`config.mk`:
```
export PLATFORM = sky130hd
export DESIGN_NAME = flash_sample_unpacker
export DESIGN_NICKNAME = d
export VERILOG_FILES = /design/src/rtl/speech_pkg.sv /design/src/rtl/sample_lane_mux.sv /design/src/rtl/flash_sample_unpacker.sv
export SDC_FILE = /design/constraint.sdc
export NUM_CORES = 1
export LEC_CHECK = 0
export ABC_AREA = 1
export CORE_ASPECT_RATIO = 0.75
export CORE_MARGIN = 3
export CORE_UTILIZATION = 51
export DETAILED_ROUTE_END_ITERATION = 10
export PLACE_DENSITY = 0.83
export REMOVE_ABC_BUFFERS = 1
export SYNTH_ARGS = -nofsm -noshare
export SYNTH_HDL_FRONTEND = slang
export SYNTH_SLANG_ARGS = --single-unit
```
`constraint.sdc`:
```
create_clock -name clk -period 4 [get_ports clk]
set_clock_uncertainty 0.15 [all_clocks]
set_input_delay 0.8 -clock clk [delete_from_list [all_inputs] [get_ports clk]]
set_output_delay 0.8 -clock clk [all_outputs]
set_load 0.03 [all_outputs]
```
`src/rtl/speech_pkg.sv`:
```
// speech_pkg
//  Shared definitions for the flash sample unpacker: default word/sample widths,
//  the default lane order and the fetch/emit state encodings.
package speech_pkg;

  localparam int DEF_WORD_W   = 32;
  localparam int DEF_SAMPLE_W = 8;
  localparam int DEF_CNT_W    = 16;

  // 1: the least significant lane of a word is played first.
  localparam bit LANE_ORDER_LSB_FIRST = 1'b1;

  typedef enum logic [1:0] {
    F_IDLE = 2'd0,
    F_REQ  = 2'd1,
    F_FULL = 2'd2,
    F_END  = 2'd3
  } fetch_state_t;

  typedef enum logic {
    E_EMPTY = 1'b0,
    E_EMIT  = 1'b1
  } emit_state_t;

endpackage

```
`src/rtl/sample_lane_mux.sv`:
```
// sample_lane_mux
//  Combinational selection of one SAMPLE_W lane out of a WORD_W word.
//  Ports:
//    word    in   WORD_W    word being played
//    lane    in   LANE_W    play-order index of the wanted sample (0 = first played)
//    sample  out  SAMPLE_W  selected sample
module sample_lane_mux #(
  parameter int WORD_W    = 32,
  parameter int SAMPLE_W  = 8,
  parameter bit LSB_FIRST = 1'b1,
  parameter int LANE_W    = 2
) (
  input  logic [WORD_W-1:0]   word,
  input  logic [LANE_W-1:0]   lane,
  output logic [SAMPLE_W-1:0] sample
);

  localparam int N = WORD_W / SAMPLE_W;

  logic [SAMPLE_W-1:0] lanes [N];

  // lanes[] is indexed by play order, so the lane order is resolved at elaboration.
  for (genvar g = 0; g < N; g++) begin : g_lane
    localparam int SRC = LSB_FIRST ? g : (N - 1 - g);
    assign lanes[g] = word[SRC*SAMPLE_W +: SAMPLE_W];
  end

  assign sample = lanes[lane];

endmodule

```
`src/rtl/flash_sample_unpacker.sv`:
```
// flash_sample_unpacker
//  Requests words from the flash read master, splits each word into
//  WORD_W/SAMPLE_W samples and streams them over a valid/ready handshake.
//  A one-word prefetch buffer (nxt_word) overlaps the next flash read with playback.
//  Ports:
//    clk, reset          clock (rising edge), asynchronous active-high reset
//    start, word_count   one-cycle start pulse and phrase length in words
//    rd_req              registered read request to the flash read master
//    rd_data, rd_done    returned word, valid in the rd_done cycle
//    smp_data, smp_valid sample stream to the audio stage
//    smp_ready           stream backpressure
//    busy, finished      phrase in progress / one-cycle completion pulse
module flash_sample_unpacker
  import speech_pkg::*;
#(
  parameter int WORD_W    = DEF_WORD_W,
  parameter int SAMPLE_W  = DEF_SAMPLE_W,
  parameter bit LSB_FIRST = LANE_ORDER_LSB_FIRST,
  parameter int CNT_W     = DEF_CNT_W
) (
  input  logic                clk,
  input  logic                reset,
  input  logic                start,
  input  logic [CNT_W-1:0]    word_count,
  output logic                rd_req,
  input  logic [WORD_W-1:0]   rd_data,
  input  logic                rd_done,
  output logic [SAMPLE_W-1:0] smp_data,
  output logic                smp_valid,
  input  logic                smp_ready,
  output logic                busy,
  output logic                finished
);

  localparam int N      = WORD_W / SAMPLE_W;
  localparam int LANE_W = (N > 1) ? $clog2(N) : 1;
  localparam logic [LANE_W-1:0] LAST_LANE = LANE_W'(N - 1);

  fetch_state_t f_state, f_next;
  emit_state_t  e_state, e_next;

  logic [CNT_W-1:0]    word_cnt_q;
  logic [CNT_W-1:0]    req_cnt;
  logic [CNT_W-1:0]    emit_cnt;
  logic [WORD_W-1:0]   nxt_word;
  logic                nxt_valid;
  logic [WORD_W-1:0]   cur_word;
  logic [LANE_W-1:0]   lane;
  logic [SAMPLE_W-1:0] lane_sample;
  logic                rd_req_next;

  logic start_ok;
  logic rd_accept;
  logic accept;
  logic last_lane;
  logic load_cur;
  logic phrase_done;

  assign start_ok    = start && !busy;
  // A late rd_done from a read abandoned by reset arrives with rd_req low and is dropped.
  assign rd_accept   = rd_done && rd_req && (f_state == F_REQ);
  assign smp_valid   = (e_state == E_EMIT);
  assign accept      = smp_valid && smp_ready;
  assign last_lane   = (lane == LAST_LANE);
  // The buffered word moves to cur_word either into an idle player or on the
  // final lane's accept, which keeps the stream gapless across words.
  assign load_cur    = nxt_valid && ((e_state == E_EMPTY) || (accept && last_lane));
  assign phrase_done = busy && (emit_cnt == word_cnt_q);

  sample_lane_mux #(
    .WORD_W    (WORD_W),
    .SAMPLE_W  (SAMPLE_W),
    .LSB_FIRST (LSB_FIRST),
    .LANE_W    (LANE_W)
  ) u_lane_mux (
    .word   (cur_word),
    .lane   (lane),
    .sample (lane_sample)
  );

  assign smp_data = smp_valid ? lane_sample : '0;

  always_comb begin
    f_next = f_state;
    case (f_state)
      F_IDLE: if (start_ok) f_next = (word_count == '0) ? F_END : F_REQ;
      F_REQ:  if (rd_accept) f_next = (CNT_W'(req_cnt + 1'b1) == word_cnt_q) ? F_END : F_FULL;
      // Leave as soon as the buffer drains (including the draining cycle itself)
      // so the next read is already in flight while the current word plays.
      F_FULL: if (!nxt_valid || load_cur) f_next = F_REQ;
      F_END:  if (phrase_done) f_next = F_IDLE;
      default: f_next = F_IDLE;
    endcase
    rd_req_next = (f_next == F_REQ);
  end

  always_ff @(posedge clk or posedge reset) begin
    if (reset) begin
      f_state <= F_IDLE;
      rd_req  <= 1'b0;
    end else begin
      f_state <= f_next;
      rd_req  <= rd_req_next;
    end
  end

  always_comb begin
    e_next = e_state;
    case (e_state)
      E_EMPTY: if (nxt_valid) e_next = E_EMIT;
      E_EMIT:  if (accept && last_lane && !nxt_valid) e_next = E_EMPTY;
      default: e_next = E_EMPTY;
    endcase
  end

  always_ff @(posedge clk or posedge reset) begin
    if (reset) begin
      e_state <= E_EMPTY;
    end else begin
      e_state <= e_next;
    end
  end

  always_ff @(posedge clk or posedge reset) begin
    if (reset) begin
      word_cnt_q <= '0;
      req_cnt    <= '0;
      emit_cnt   <= '0;
      busy       <= 1'b0;
      finished   <= 1'b0;
      nxt_word   <= '0;
      nxt_valid  <= 1'b0;
      cur_word   <= '0;
      lane       <= '0;
    end else begin
      if (start_ok) begin
        word_cnt_q <= word_count;
        req_cnt    <= '0;
        emit_cnt   <= '0;
        busy       <= 1'b1;
      end else if (phrase_done) begin
        busy <= 1'b0;
      end
      finished <= phrase_done;

      if (rd_accept) begin
        nxt_word <= rd_data;
        req_cnt  <= req_cnt + 1'b1;
      end

      // rd_req is never high while nxt_valid is set, so fill and drain cannot collide.
      if (load_cur) begin
        nxt_valid <= 1'b0;
      end else if (rd_accept) begin
        nxt_valid <= 1'b1;
      end

      if (load_cur) begin
        cur_word <= nxt_word;
        lane     <= '0;
      end else if (accept && !last_lane) begin
        lane <= lane + 1'b1;
      end

      if (accept && last_lane) begin
        emit_cnt <= emit_cnt + 1'b1;
      end
    end
  end

endmodule
```
==> results.toml <==
[hold_path]
whs_path_depth = 2
hp-start = "cur_word[7]"
hp-class = "reg -> reg"
holdPathEnd = "cur_word[7]"

[drt]
vias = 5571
first_iter_violations = 606
firstDrtPassIters = 5
viasPerCell = 5.40
drc = 0
drtAntennaViolNets = 0
post_drt_wl_per_cell_um = 14.7
routed_wl_mm = 15.2

[clocking]
cts_tree = "done"
clk_pin_slew_ns = 0.06
cts_hold_buf = 0
cts_setup_buffers = 0
cts_max_level = 4
cts-resized-gates = 0
numCtsBuffers = 17
cts-root-buf = "clkbuf_16"
clock_path_buffers = 2
clock_sink_count = 121
worstSkewPairLatency_ns = 0.42

[worst_setup_path]
cp_slowest_stage_delay_ns = 1.01
r2r_start = "lane[0]"
critPathCaptureType = "output port"
reg2reg_slack_ns = 0.74
worst-path-max-fanout = 34
reg2regPathDepth = 8
crit_path_top_delay_cell = "dfrtp_1"
arrival_ns = 2.65
path_common_cell = "nor2_1"
path_buf_inv = 1
r2r_end = "cur_word[17]"
crit_type = "reg -> out"
crit_chain = "nor2_1 > nor2_1 > o21ai_0 > a21oi_1 > clkdlybuf4s50_1"
worstSetupStartpointType = "register"
crit_family = "flip-flops"
required_ns = 3.05

[global_route]
grt_max_degree = 57
grt.total_usage_pct = 23.8
grt_antenna_before_repair = 0
grt_pass1_wl_mm = 25.3
grt_overflow_total = 0
grt_pass1_vias = 5198

[floorplanning]
die_y_um = 100
die-area_mm2 = 0.0132
core_mm2 = 0.0112
initial_utilization_pct = 53.8
fp.dieW_um = 132
num_rows = 33
io_pins = 65

[place]
hpwl_mm = 10.4
place_congestion = 0.891
placed_area_mm2 = 0.00687
portBuffers = 64

[sta]
fin_crit_sh_pct = 90.0
holdWs_ns = 0.319
rsz0062_at_grt = "no"
finalHoldViolCount = 0
finalCriticalPeriod_ns = 3.60
final.setup.tns_ns = 0
slew_violations = 0
worst_slew_pin_slew_ns = 1.02
clock.fmax_mhz = 278
setup_violations = 0
relSlewSlack_pct = 32.1

[finish]
syn2layout_area_growth_pct = 23.6
finalInstanceArea_mm2 = 0.00746
layout.nets = 918
nFillCells = 944
diodes = 0
drive_above_1_share_pct = 6.51

[logic_synthesis]
syn_avg_cell_area_um2 = 7.59
syn-cell-area_mm2 = 0.00604
syn_inst = 795
ys_warn_count = 0
synth-seq-area-share_pct = 50.2
synth_cell_type_count = 32
synth_seq_cells = 121

[power_and_ir_drop]
switching_share_pct = 38.6
p_switching_mw = 2.08
power_density_mw_per_mm2 = 720
p_int_mw = 3.30
power.total_mw = 5.37
leakagePower_nw = 3.54
p_comb_share_pct = 33.4
pwr-share-clk_pct = 28.5
ir_worst_vdd_v = 0.000433
p_seq_share_pct = 38.1

[run_status]
status = "completed"

[flow_run]
drv_cap = 0
## flip-flops by register name, summed over array words and instances (netlist names)
| name | cells |
|---|---|
| f_state | 2 |
| nxt_word | 32 |
| lane | 2 |
| finished | 1 |
| rd_req | 1 |
| emit_cnt | 16 |
| word_cnt_q | 16 |
| smp_valid | 1 |
| nxt_valid | 1 |
| busy | 1 |
| cur_word | 32 |
| req_cnt | 16 |
## per-layer routing
metal	up-vias	share of wire, %	global-route usage, %	routed length, um
met5	-	0	0	0
met4	0	1.4	8.07	212
met3	22	7.5	4.46	1150
met2	228	45	37.0	6830
met1	2624	46	33.9	7000
li1	2697	-	-	-
## Yosys cell counts
master | number | share of area, %
ha_1 | 3 | 0.62
nor2_1 | 41 | 2.5
o211ai_1 | 7 | 0.87
nand2_2 | 1 | 0.10
dfrtp_1 | 121 | 50
nor3_1 | 8 | 0.66
inv_1 | 85 | 5.3
a32o_1 | 1 | 0.17
xnor3_1 | 2 | 0.75
o21a_1 | 1 | 0.12
nor4_1 | 8 | 0.83
o41ai_1 | 1 | 0.15
clkbuf_1 | 22 | 1.4
buf_1 | 3 | 0.19
buf_2 | 1 | 0.083
nand4_1 | 20 | 2.1
nand3b_1 | 1 | 0.12
a211o_1 | 1 | 0.15
clkinv_1 | 2 | 0.12
xor2_1 | 3 | 0.44
nand2_1 | 313 | 19
o21ai_0 | 52 | 4.3
or4_1 | 2 | 0.25
or2_2 | 4 | 0.41
nand3_2 | 2 | 0.33
xnor2_1 | 6 | 0.87
a21oi_1 | 25 | 2.1
a32oi_1 | 1 | 0.15
nand3_1 | 40 | 3.3
nor2_2 | 3 | 0.31
o22ai_1 | 13 | 1.3
nor2_4 | 2 | 0.37
## metrics by stage
| stage | setup slack [ns] | util [%] | std cells |
|---|---|---|---|
| after floorplan | -0.639 | - | 769 |
| after global placement | 0.867 | 61.2 | 1000 |
| after detailed placement | 0.736 | 61.2 | 1000 |
| after CTS | 0.394 | 66.4 | 1032 |
| after global routing | 0.207 | 66.4 | 1032 |
| final | 0.401 | 66.4 | 1032 |
## placed cells by master (no fill, tap or decap), types with 9 or more instances in the layout
master,synthesis,layout
o22ai_1,13,13
nand4_1,20,20
a21oi_1,25,25
o21ai_0,52,52
nand2_1,313,313
buf_4,0,9
nand3_1,40,40
nor2_1,41,39
clkbuf_16,0,17
dfrtp_1,121,121
inv_1,85,84
clkdlybuf4s50_1,0,64
## layout make-up
cell class / instances / area [um2] / area share, %
flip-flops and latches: 121 / 3030 / 40.6
clock inverters: 15 / 165 / 2.21
repair buffers: 74 / 728 / 9.76
inverters: 87 / 329 / 4.41
multi-input cells: 561 / 2590 / 34.7
clock buffers: 17 / 425 / 5.70
well taps: 157 / 196 / 2.63
## worst reg2reg max path, stage by stage, from the launching register on
cell,delay (ns)
dfrtp_1,1.01
ha_1,0.36
inv_1,0.06
nor3_1,0.21
nor2_1,0.10
nor2_2,0.41
clkinv_1,0.58
nand2_1,0.21
nand2_1,0.06
## power groups by stage
| stage | Clock (mW) | Sequential, mW | Combinational, mW |
|---|---|---|---|
| CTS | 1.55 | 2.04 | 1.80 |
| finish | 1.53 | 2.05 | 1.79 |
| floorplan | 0 | 1.97 | 1.23 |
| global placement | 0 | 2.04 | 1.71 |
| global route | 1.60 | 2.11 | 2.01 |
| detailed placement | 0 | 2.04 | 1.77 |
## worst max path at each step
stage	start	endpoint	cells after the start
after global routing	lane[0]	smp_data[5]	3
after floorplan	lane[0]	cur_word[0]	8
after detailed placement	smp_ready	cur_word[6]	8
after global placement	smp_ready	cur_word[31]	8
after CTS	lane[0]	smp_data[5]	3
final	lane[0]	smp_data[7]	5
## logic make-up after synthesis
| kind of cell | count (synthesis) | synth area share [%] |
|---|---|---|
| buffers and inverters | 113 | 7.05 |
| AOI/OAI and AO/OA | 102 | 9.33 |
| DFF | 121 | 50.2 |
| adders and majority gates | 3 | 0.622 |
| xor gates and xnor gates | 11 | 2.05 |
| and+or+nand+nor | 445 | 30.8 |
Power figures use the tool's default switching activity.
